`src/rtl/mem_pkg.sv`:
```
// Shared types and defaults for the memory-access stage and its MEM/WB register.
package mem_pkg;

    localparam int DEF_AW  = 32;
    localparam int DEF_DW  = 32;
    localparam int DEF_SCW = 16;

    typedef enum logic {
        MS_IDLE = 1'b0,
        MS_WAIT = 1'b1
    } mem_state_e;

    typedef struct packed {
        logic pcsrc;
        logic regwrite;
        logic memtoreg;
    } wb_ctrl_t;

    // A bubble only kills the W-stage side effects; data fields are held.
    localparam wb_ctrl_t WB_CTRL_BUBBLE = '{pcsrc: 1'b0, regwrite: 1'b0, memtoreg: 1'b0};

endpackage

```
`src/rtl/mem_stage_wb_pipereg.sv`:
```
// MEM/WB pipeline register with bubble insertion and synchronous reset.
// MEM_ALIGN_CHECK_EN adds the misalign flag to the register.
module wb_pipereg
    import mem_pkg::*;
#(
    parameter int DW = DEF_DW
) (
    input  logic          clk,
    input  logic          reset,
    input  logic          bubble,
    input  logic          ld_rdata,
    input  logic          pcsrc_in,
    input  logic          regwrite_in,
    input  logic          memtoreg_in,
    input  logic [3:0]    rd_in,
    input  logic [DW-1:0] alu_in,
    input  logic [DW-1:0] rdata_in,
`ifdef MEM_ALIGN_CHECK_EN
    input  logic          misalign_in,
    output logic          misalign_out,
`endif
    output logic          pcsrc_out,
    output logic          regwrite_out,
    output logic          memtoreg_out,
    output logic [3:0]    rd_out,
    output logic [DW-1:0] alu_out,
    output logic [DW-1:0] rdata_out
);

    wb_ctrl_t      ctrl_d, ctrl_q;
    logic [3:0]    rd_d, rd_q;
    logic [DW-1:0] alu_d, alu_q;
    logic [DW-1:0] rdata_d, rdata_q;

    always_comb begin
        ctrl_d  = ctrl_q;
        rd_d    = rd_q;
        alu_d   = alu_q;
        rdata_d = rdata_q;
        if (bubble) begin
            ctrl_d = WB_CTRL_BUBBLE;
        end else begin
            ctrl_d.pcsrc    = pcsrc_in;
            ctrl_d.regwrite = regwrite_in;
            ctrl_d.memtoreg = memtoreg_in;
            rd_d            = rd_in;
            alu_d           = alu_in;
            if (ld_rdata)
                rdata_d = rdata_in;
        end
    end

    always_ff @(posedge clk) begin
        if (reset) begin
            ctrl_q  <= '0;
            rd_q    <= '0;
            alu_q   <= '0;
            rdata_q <= '0;
        end else begin
            ctrl_q  <= ctrl_d;
            rd_q    <= rd_d;
            alu_q   <= alu_d;
            rdata_q <= rdata_d;
        end
    end

`ifdef MEM_ALIGN_CHECK_EN
    logic misalign_d, misalign_q;

    assign misalign_d = misalign_in;

    always_ff @(posedge clk) begin
        if (reset)
            misalign_q <= 1'b0;
        else
            misalign_q <= misalign_d;
    end

    assign misalign_out = misalign_q;
`endif

    assign pcsrc_out    = ctrl_q.pcsrc;
    assign regwrite_out = ctrl_q.regwrite;
    assign memtoreg_out = ctrl_q.memtoreg;
    assign rd_out       = rd_q;
    assign alu_out      = alu_q;
    assign rdata_out    = rdata_q;

endmodule

```
`src/rtl/mem_stage.sv`:
```
// Memory-access stage: valid/ready data bus, load/store stall FSM, stall counter, MEM/WB register.
// MEM_ALIGN_CHECK_EN enables misaligned-access detection and the MisalignW port.
module mem_stage
    import mem_pkg::*;
#(
    parameter int AW  = DEF_AW,
    parameter int DW  = DEF_DW,
    parameter int SCW = DEF_SCW
) (
    input  logic           clk,
    input  logic           reset,
    input  logic           PCSrcM,
    input  logic           RegWriteM,
    input  logic           MemtoRegM,
    input  logic           MemWriteM,
    input  logic [3:0]     RdM,
    input  logic [DW-1:0]  ALUResultM,
    input  logic [DW-1:0]  WriteDataM,
    output logic           StallM,
    output logic           DReqValid,
    output logic           DReqWrite,
    output logic [AW-1:0]  DAddr,
    output logic [DW-1:0]  DWData,
    input  logic           DReqReady,
    input  logic           DRspValid,
    input  logic [DW-1:0]  DRData,
    output logic           PCSrcW,
    output logic           RegWriteW,
    output logic           MemtoRegW,
    output logic [3:0]     RdW,
    output logic [DW-1:0]  ReadDataW,
    output logic [DW-1:0]  ALUOutW,
`ifdef MEM_ALIGN_CHECK_EN
    output logic           MisalignW,
`endif
    output logic [SCW-1:0] StallCntW
);

    mem_state_e     state_d, state_q;
    logic [SCW-1:0] stall_cnt_d, stall_cnt_q;
    logic           mem_op, misalign, wb_bubble, wb_ld_rdata;

    assign mem_op = MemtoRegM | MemWriteM;

`ifdef MEM_ALIGN_CHECK_EN
    assign misalign = mem_op && (ALUResultM[1:0] != 2'b00);
`else
    assign misalign = 1'b0;
`endif

    assign DReqWrite = MemWriteM;
    assign DAddr     = ALUResultM[AW-1:0];
    assign DWData    = WriteDataM;

    always_comb begin
        state_d     = state_q;
        StallM      = 1'b0;
        DReqValid   = 1'b0;
        wb_bubble   = 1'b0;
        wb_ld_rdata = 1'b0;
        case (state_q)
            MS_IDLE: begin
                if (misalign) begin
                    wb_bubble = 1'b1;
                end else if (mem_op) begin
                    DReqValid = 1'b1;
                    // An accepted store retires here; loads must wait for data.
                    if (!(DReqReady && MemWriteM)) begin
                        StallM    = 1'b1;
                        wb_bubble = 1'b1;
                        if (DReqReady)
                            state_d = MS_WAIT;
                    end
                end
            end
            MS_WAIT: begin
                if (DRspValid) begin
                    wb_ld_rdata = 1'b1;
                    state_d     = MS_IDLE;
                end else begin
                    StallM    = 1'b1;
                    wb_bubble = 1'b1;
                end
            end
            default: state_d = MS_IDLE;
        endcase
    end

    always_comb begin
        stall_cnt_d = stall_cnt_q;
        if (StallM && (stall_cnt_q != '1))
            stall_cnt_d = stall_cnt_q + 1'b1;
    end

    always_ff @(posedge clk) begin
        if (reset) begin
            state_q     <= MS_IDLE;
            stall_cnt_q <= '0;
        end else begin
            state_q     <= state_d;
            stall_cnt_q <= stall_cnt_d;
        end
    end

    assign StallCntW = stall_cnt_q;

    wb_pipereg #(.DW(DW)) u_wb (
        .clk          (clk),
        .reset        (reset),
        .bubble       (wb_bubble),
        .ld_rdata     (wb_ld_rdata),
        .pcsrc_in     (PCSrcM),
        .regwrite_in  (RegWriteM),
        .memtoreg_in  (MemtoRegM),
        .rd_in        (RdM),
        .alu_in       (ALUResultM),
        .rdata_in     (DRData),
`ifdef MEM_ALIGN_CHECK_EN
        .misalign_in  (misalign),
        .misalign_out (MisalignW),
`endif
        .pcsrc_out    (PCSrcW),
        .regwrite_out (RegWriteW),
        .memtoreg_out (MemtoRegW),
        .rd_out       (RdW),
        .alu_out      (ALUOutW),
        .rdata_out    (ReadDataW)
    );

endmodule

```
`config.mk`:
```
export PLATFORM = sky130hd
export DESIGN_NAME = mem_stage
export DESIGN_NICKNAME = d
export VERILOG_FILES = /design/src/rtl/mem_pkg.sv /design/src/rtl/mem_stage_wb_pipereg.sv /design/src/rtl/mem_stage.sv
export SDC_FILE = /design/constraint.sdc
export NUM_CORES = 1
export LEC_CHECK = 0
export ABC_AREA = 1
export BUFFER_PORTS_ARGS = -buffer_cell sky130_fd_sc_hd__buf_2
export CAP_MARGIN = 20
export CELL_PAD_IN_SITES_DETAIL_PLACEMENT = 0
export CELL_PAD_IN_SITES_GLOBAL_PLACEMENT = 1
export CORE_ASPECT_RATIO = 1.5
export CORE_UTILIZATION = 29
export DETAILED_ROUTE_END_ITERATION = 7
export HOLD_SLACK_MARGIN = 0.05
export PLACE_DENSITY = 0.86
export RECOVER_POWER = 50
export SYNTH_ARGS = -nofsm -noshare
export SYNTH_HDL_FRONTEND = slang
export SYNTH_HIERARCHICAL = 1
export SYNTH_SLANG_ARGS = --single-unit
```
`constraint.sdc`:
```
create_clock -name clk -period 2.4 [get_ports clk]
set_clock_uncertainty 0.2 [all_clocks]
set_input_delay 0.72 -clock clk [delete_from_list [all_inputs] [get_ports clk]]
set_output_delay 0.72 -clock clk [all_outputs]
set_load 0.02 [all_outputs]
```
==> flow_summary_export.csv, run 1 <==
group,metric,value,unit
status,status,"finished clean",
yosys,ys_ff_latch,88,
yosys,synth_cells,609,
yosys,yosysTopAreaCellShare,40.9,%
pwr,combPwrFrac,16.9,%
grt,overflow,0,
yosys,synth-edff-count,0,
grt,grt_antenna_before_repair,1,
placed_design,pre_cts_ws,151,ps
detailed_routing,num_vias,3962,
placed_design,hpwl,8430,µm
cells_and_area,drive_above_1_share,24.9,%
cts,cts.path.max_buffers,2,
yosys,synth_top_family_by_area,"simple AND/OR/NAND/NOR gates",
critical_path,path_class,"in -> out",
pwr,sw_frac_of_total,29.7,%
cts,numCtsBuffers,9,
cells_and_area,design_area,5240,µm²
critical_path,critPathMaxFanout,3,
yosys,synthFlopType,"dfxtp_1",
yosys,syn_area,4310,µm²
grt,grt_use_total,14.6,%
sta,slew_violations,0,
cts,postCtsSetupRepairBufs,0,
cts,cts_tree,"built",
job,drv_cap,0,
detailed_routing,ant_nets,0,
critical_path,slowest_delay,260,ps
grt,grt_max_degree,46,
detailed_routing,wl_per_cell,12.1,µm
cts,htree_levels,3,
yosys,synth.top_cells.by_count,"162 x nor2_1, 88 x dfxtp_1, 85 x nand2_1",
floorplanning,die_area,15400,µm²
detailed_routing,drt-vias-per-instance,4.22,
placed_design,io_buffers,197,
yosys,ys_top_cells_by_area,"dfxtp_1 41%, nor2_1 14%, buf_4 12%",
yosys,synth-xor-area-share,1.02,%
pwr,clock_power_share,39.7,%
critical_path,critPathRequiredTime,1480,ps
critical_path,crit_path_frequent_cell,"buf_2",
yosys,ys_seq_area_share,40.9,%
critical_path,reg2reg_from,"StallCntW[0]",
floorplanning,core-area,14500,µm²
sta,setup-tns-final,0,ps
worst_hold_path,hold_class,"reg -> reg",
cells_and_area,diodes,0,
cts,clk_pin_slew,60,ps
pwr,intPower,2.58,mW
yosys,synthSimpleGateAreaFrac,30.3,%
yosys,synth_compound_area_share,6.79,%
sta,period_share,93.4,%
placed_design,dpl_cell_area,5030,µm²
sta,setup_violations,0,
sta,rsz0062_at_grt,"false",
critical_path,worst_path_max_delay_cell,"or2_4",
critical_path,crit_family,"simple AND/OR/NAND/NOR gates",
cells_and_area,area_growth_syn_to_layout,21.5,%
cells_and_area,finalNetCount,846,
critical_path,path_cells,"buf_2 -> or2_4 -> nand2_4 -> buf_2",
yosys,synth_warnings,6,
yosys,synth_area_per_cell,7.08,µm²
yosys,synthArstFlopShare,0,%
floorplanning,pin_count,262,
placed_design,place.gp.congestion,0.809,
cts,cts-hold-fix-buffers,0,
worst_hold_path,min_path_cells,2,
pwr,power_leakage,2.47,nW
critical_path,cp.depth,4,
sta,fmax,446,MHz
pwr,p_sw,1.09,mW
sta,fin_ws,159,ps
detailed_routing,drc,0,
floorplanning,num_rows,54,
pwr,power_frac_seq,43.4,%
yosys,yosysMostFrequentCell,"nor2_1",
yosys,synth_fa_ha_area_share,0.290,%
yosys,muxShareOfSynthArea,0,%
sta,hold_ws,266,ps
floorplanning,die_w,102,µm
sta,worstMarginPinSlew,467,ps
cts,cts_root_buf,"clkbuf_16",
grt,grt_pass1_wl,17200,µm
sta,relSlewSlack,68.9,%
critical_path,cp-startpoint,"DRspValid",
critical_path,critPathBufInv,2,
grt,first_global_vias,3552,
yosys,synth_cell_types,29,
cts,ctsResizeCount,0,
critical_path,cp-start-kind,"input pin",
floorplanning,die_y,151,µm
detailed_routing,drt_iter0_drc,62,
critical_path,arrival,1320,ps
cts,clock_sinks,88,
cells_and_area,fillers,1685,
sta,hold_viol_final,0,
detailed_routing,drt_pass1_iterations,4,
floorplanning,start_util,29.7,%
sta,min_period,2240,ps
yosys,synth_area_leader_cell,"dfxtp_1",
cts,clock_latency,330,ps
pwr,vdd_drop_max,304,µV
worst_hold_path,hp-start,"u_wb/alu_out[30]",
yosys,syn-num-nets,718,
critical_path,r2r_cells,9,
pwr,powerDensity,700,nW/µm²
critical_path,timing.critical_path.to_type,"primary output",
detailed_routing,wl,11300,µm
==> layout by cell type, fill, tap and decap left out, types with 4 or more instances in the layout <==
cell type / count
buf_4: 8
inv_2: 4
clkbuf_1: 65
dfxtp_1: 88
nand3_1: 41
clkbuf_16: 9
nand2_1: 85
o21ai_0: 38
a21oi_2: 5
a21oi_1: 8
inv_1: 53
buf_12: 4
nor2_4: 4
buf_2: 133
nand4_1: 7
nor2_1: 163
==> layout make-up <==
class                   count  area, µm²  area share (%)
clock inverters             7       82.6            1.58
inverters                  59        225            4.30
well taps                 196        245            4.68
flip-flops and latches     88       1760            33.6
clock buffers               9        225            4.30
repair buffers            210       1050            20.0
multi-input cells         369       1650            31.5
==> tightest hold or removal path: cells and delay by family (launching register included) <==
kind | cells | cell delay (ps)
DFF | 1 | 310
and+or+nand+nor | 1 | 60
AOI/OAI and AO/OA | 1 | 60
==> final timing paths <==
check / end / slack, ps
worst max register to register: StallCntW[10] / 350
worst min-delay path: u_wb/alu_out[30] / 270
worst max-delay path: StallM / 160
worst min register to register: u_wb/alu_out[30] / 270
==> power groups by stage <==
| stage | sequential (mW) | clock [mW] | combinational, mW |
|---|---|---|---|
| 2_1_floorplan | 1.72 | 0 | 0.415 |
| 3_3_place_gp | 1.62 | 0 | 0.655 |
| 6_report | 1.59 | 1.46 | 0.619 |
| 4_1_cts | 1.59 | 1.53 | 0.659 |
| 3_5_place_dp | 1.62 | 0 | 0.658 |
| 5_1_grt | 1.60 | 1.59 | 0.696 |
==> metal layers <==
metal / vias up / routed length (µm) / track usage (%)
met4: 2 / 316 / 7.25
met1: 1751 / 4500 / 15.3
li1: 2061 / - / -
met3: 29 / 539 / 2.95
met5: - / 17 / 0
met2: 119 / 5940 / 27.1
==> cells by family after synthesis <==
group	Yosys count
AO/OA/AOI/OAI	54
XOR/XNOR	5
adder cells (fa/ha/maj)	1
buffers and inverters	152
flip-flops	88
AND/OR/NAND/NOR	309
==> flip-flops by register name (all words and copies together), names as in the netlist <==
name / flops
StallCntW: 16
state_q: 1
u_wb/alu_out: 32
u_wb/memtoreg_out: 1
u_wb/pcsrc_out: 1
u_wb/rd_out: 4
u_wb/rdata_out: 32
u_wb/regwrite_out: 1
==> per-stage QoR <==
step	util, %	power, mW	instances
after floorplan	-	2.14	609
after detailed placement	34.7	2.28	922
after CTS	36.8	3.78	938
after global routing	36.1	3.89	938
final	36.1	3.67	938
after global placement	34.7	2.28	922
(Power assumes the default switching activity.)
==> run 2: changes to the inputs <==
--- a/config.mk
+++ b/config.mk
@@ -14,7 +14,7 @@
 export CORE_UTILIZATION = 29
 export DETAILED_ROUTE_END_ITERATION = 7
 export HOLD_SLACK_MARGIN = 0.05
-export PLACE_DENSITY = 0.86
+export PLACE_DENSITY_LB_ADDON = 0.1
 export RECOVER_POWER = 50
 export SYNTH_ARGS = -nofsm -noshare
 export SYNTH_HDL_FRONTEND = slang
==> constraint.sdc (replaced) <==
create_clock -name clk -period 2.4 [get_ports clk]
set_clock_uncertainty 0.2 [all_clocks]
set_input_delay 0.6 -clock clk [delete_from_list [all_inputs] [get_ports clk]]
set_output_delay 0.6 -clock clk [all_outputs]
set_load 0.02 [all_outputs]
==> flow_summary_export.csv, run 2 (synthesis results as in run 1) <==
group,metric,value,unit
cts,postCtsSetupRepairBufs,0,
critical_path,critPathRequiredTime,1600,ps
pwr,powerDensity,677,nW/µm²
cells_and_area,seq_area,1760,µm²
critical_path,arrival,1330,ps
status,status,"finished clean",
grt,grt_max_degree,35,
floorplanning,die_y,151,µm
sta,worstMarginPinSlew,578,ps
job,drv_cap,0,
floorplanning,core-area,14500,µm²
placed_design,io_buffers,197,
pwr,p_sw,1.02,mW
floorplanning,pin_count,262,
critical_path,r2r-end,"u_wb/alu_out[4]",
critical_path,timing.critical_path.to_type,"primary output",
sta,relSlewSlack,61.5,%
grt,overflow,0,
floorplanning,num_rows,54,
detailed_routing,wl_per_cell,13.0,µm
pwr,sw_frac_of_total,29.4,%
pwr,intPower,2.45,mW
cts,cts_root_buf,"clkbuf_16",
detailed_routing,num_vias,4057,
detailed_routing,wl,12100,µm
detailed_routing,drc,0,
cts,ctsResizeCount,0,
detailed_routing,drt_iter0_drc,105,
worst_hold_path,hold_class,"reg -> reg",
pwr,combPwrFrac,17.6,%
floorplanning,start_util,29.7,%
sta,min_period,2130,ps
cts,clock_latency,340,ps
pwr,vdd_drop_max,271,µV
cts,htree_levels,3,
sta,slew_violations,0,
cells_and_area,finalNetCount,845,
cells_and_area,fillers,1684,
critical_path,critPathMaxFanout,5,
detailed_routing,drt_pass1_iterations,4,
cts,numCtsBuffers,9,
sta,setup-tns-final,0,ps
pwr,power_leakage,2.40,nW
floorplanning,die_w,102,µm
grt,grt_use_total,15.5,%
pwr,clock_power_share,36.5,%
cts,cts.path.max_buffers,2,
sta,setup_violations,0,
cells_and_area,multi_input_area,1650,µm²
worst_hold_path,min_path_cells,2,
sta,fmax,469,MHz
sta,period_share,88.9,%
cells_and_area,area_growth_syn_to_layout,18.9,%
sta,rsz0062_at_grt,"false",
cts,clock_sinks,88,
critical_path,cp-start-kind,"register",
critical_path,ff2ff_setup_slack,480,ps
grt,first_global_vias,3619,
cells_and_area,drive_above_1_share,22.1,%
critical_path,path_class,"reg -> out",
placed_design,place.gp.congestion,0.768,
pwr,power_frac_seq,45.8,%
cts,clk_pin_slew,60,ps
grt,grt_antenna_before_repair,2,
worst_hold_path,whs_endpoint,"u_wb/alu_out[30]",
detailed_routing,drt-vias-per-instance,4.33,
detailed_routing,ant_nets,0,
grt,grt_pass1_wl,18000,µm
floorplanning,die_area,15400,µm²
critical_path,reg2reg_from,"state_q",
sta,hold_viol_final,0,
cts,cts_tree,"built",
placed_design,hpwl,9210,µm
cells_and_area,final_cell_mix,"162 x nor2_1, 113 x buf_2, 88 x dfxtp_1",
critical_path,r2r_cells,7,
cells_and_area,layout_commonest_cell,"nor2_1",
cts,cts-hold-fix-buffers,0,
cells_and_area,fin_util,35.3,%
worst_hold_path,hp-start,"u_wb/alu_out[30]",
==> run 2: changes by cell type in the layout (fill, tap and decap cells not counted), sizes merged <==
cell,delta
inv,-4
clkbuf,+21
buf,-21
clkinvlp,-2
diode,+1
bufinv,-1
clkinv,+4
==> run 2: power groups by stage <==
| stage | sequential [mW] | combinational [mW] | clock, mW |
|---|---|---|---|
| global route | 1.60 | 0.685 | 1.39 |
| detailed placement | 1.62 | 0.648 | 0 |
| finish | 1.59 | 0.611 | 1.27 |
| floorplan | 1.72 | 0.415 | 0 |
| CTS | 1.59 | 0.651 | 1.34 |
| global placement | 1.62 | 0.648 | 0 |
==> run 2: area by class of cell <==
cell class,instances,share of cell area (%)
sequential,88,34.4
clock buffer,10,4.66
multi-input combinational,369,32.2
antenna,1,0.0488
clock inverter,4,0.439
inverter,59,4.34
timing repair buffer,209,19.1
tap,196,4.78
==> run 2: layer usage <==
metal,GRT usage [%],up-vias,share of wire [%],routed length (µm)
li1,-,2058,-,-
met1,17.1,1832,41,4990
met2,27.8,147,51,6140
met3,4.80,18,6.8,819
met4,5.51,2,1.5,181
met5,0,-,0.066,8
==> run 2: through the flow <==
step,setup WS [ps],power (mW),instances,cell area [µm²],hold slack (ps)
after floorplan,394,2.14,609,4310,335
after global placement,340,2.27,921,4980,254
after detailed placement,306,2.27,921,4980,257
after CTS,282,3.58,935,5240,267
after global routing,218,3.68,935,5120,302
final,266,3.47,936,5130,263
==> run 2: critical path: stages (launching register included) <==
cell and delay, ps:
dfxtp_1 360, inv_1 60, or2_0 260, nand2_4 130, buf_2 190
==> run 2: how the worst max path moves through the flow <==
stage               startpoint                 end  depth (start not counted)
floorplan            DRspValid    u_wb/alu_out[22]                          9
global placement     MemWriteM  u_wb/rdata_out[10]                         10
detailed placement   MemWriteM  u_wb/rdata_out[10]                         10
CTS                    state_q              StallM                          4
global route           state_q              StallM                          4
finish                 state_q              StallM                          4
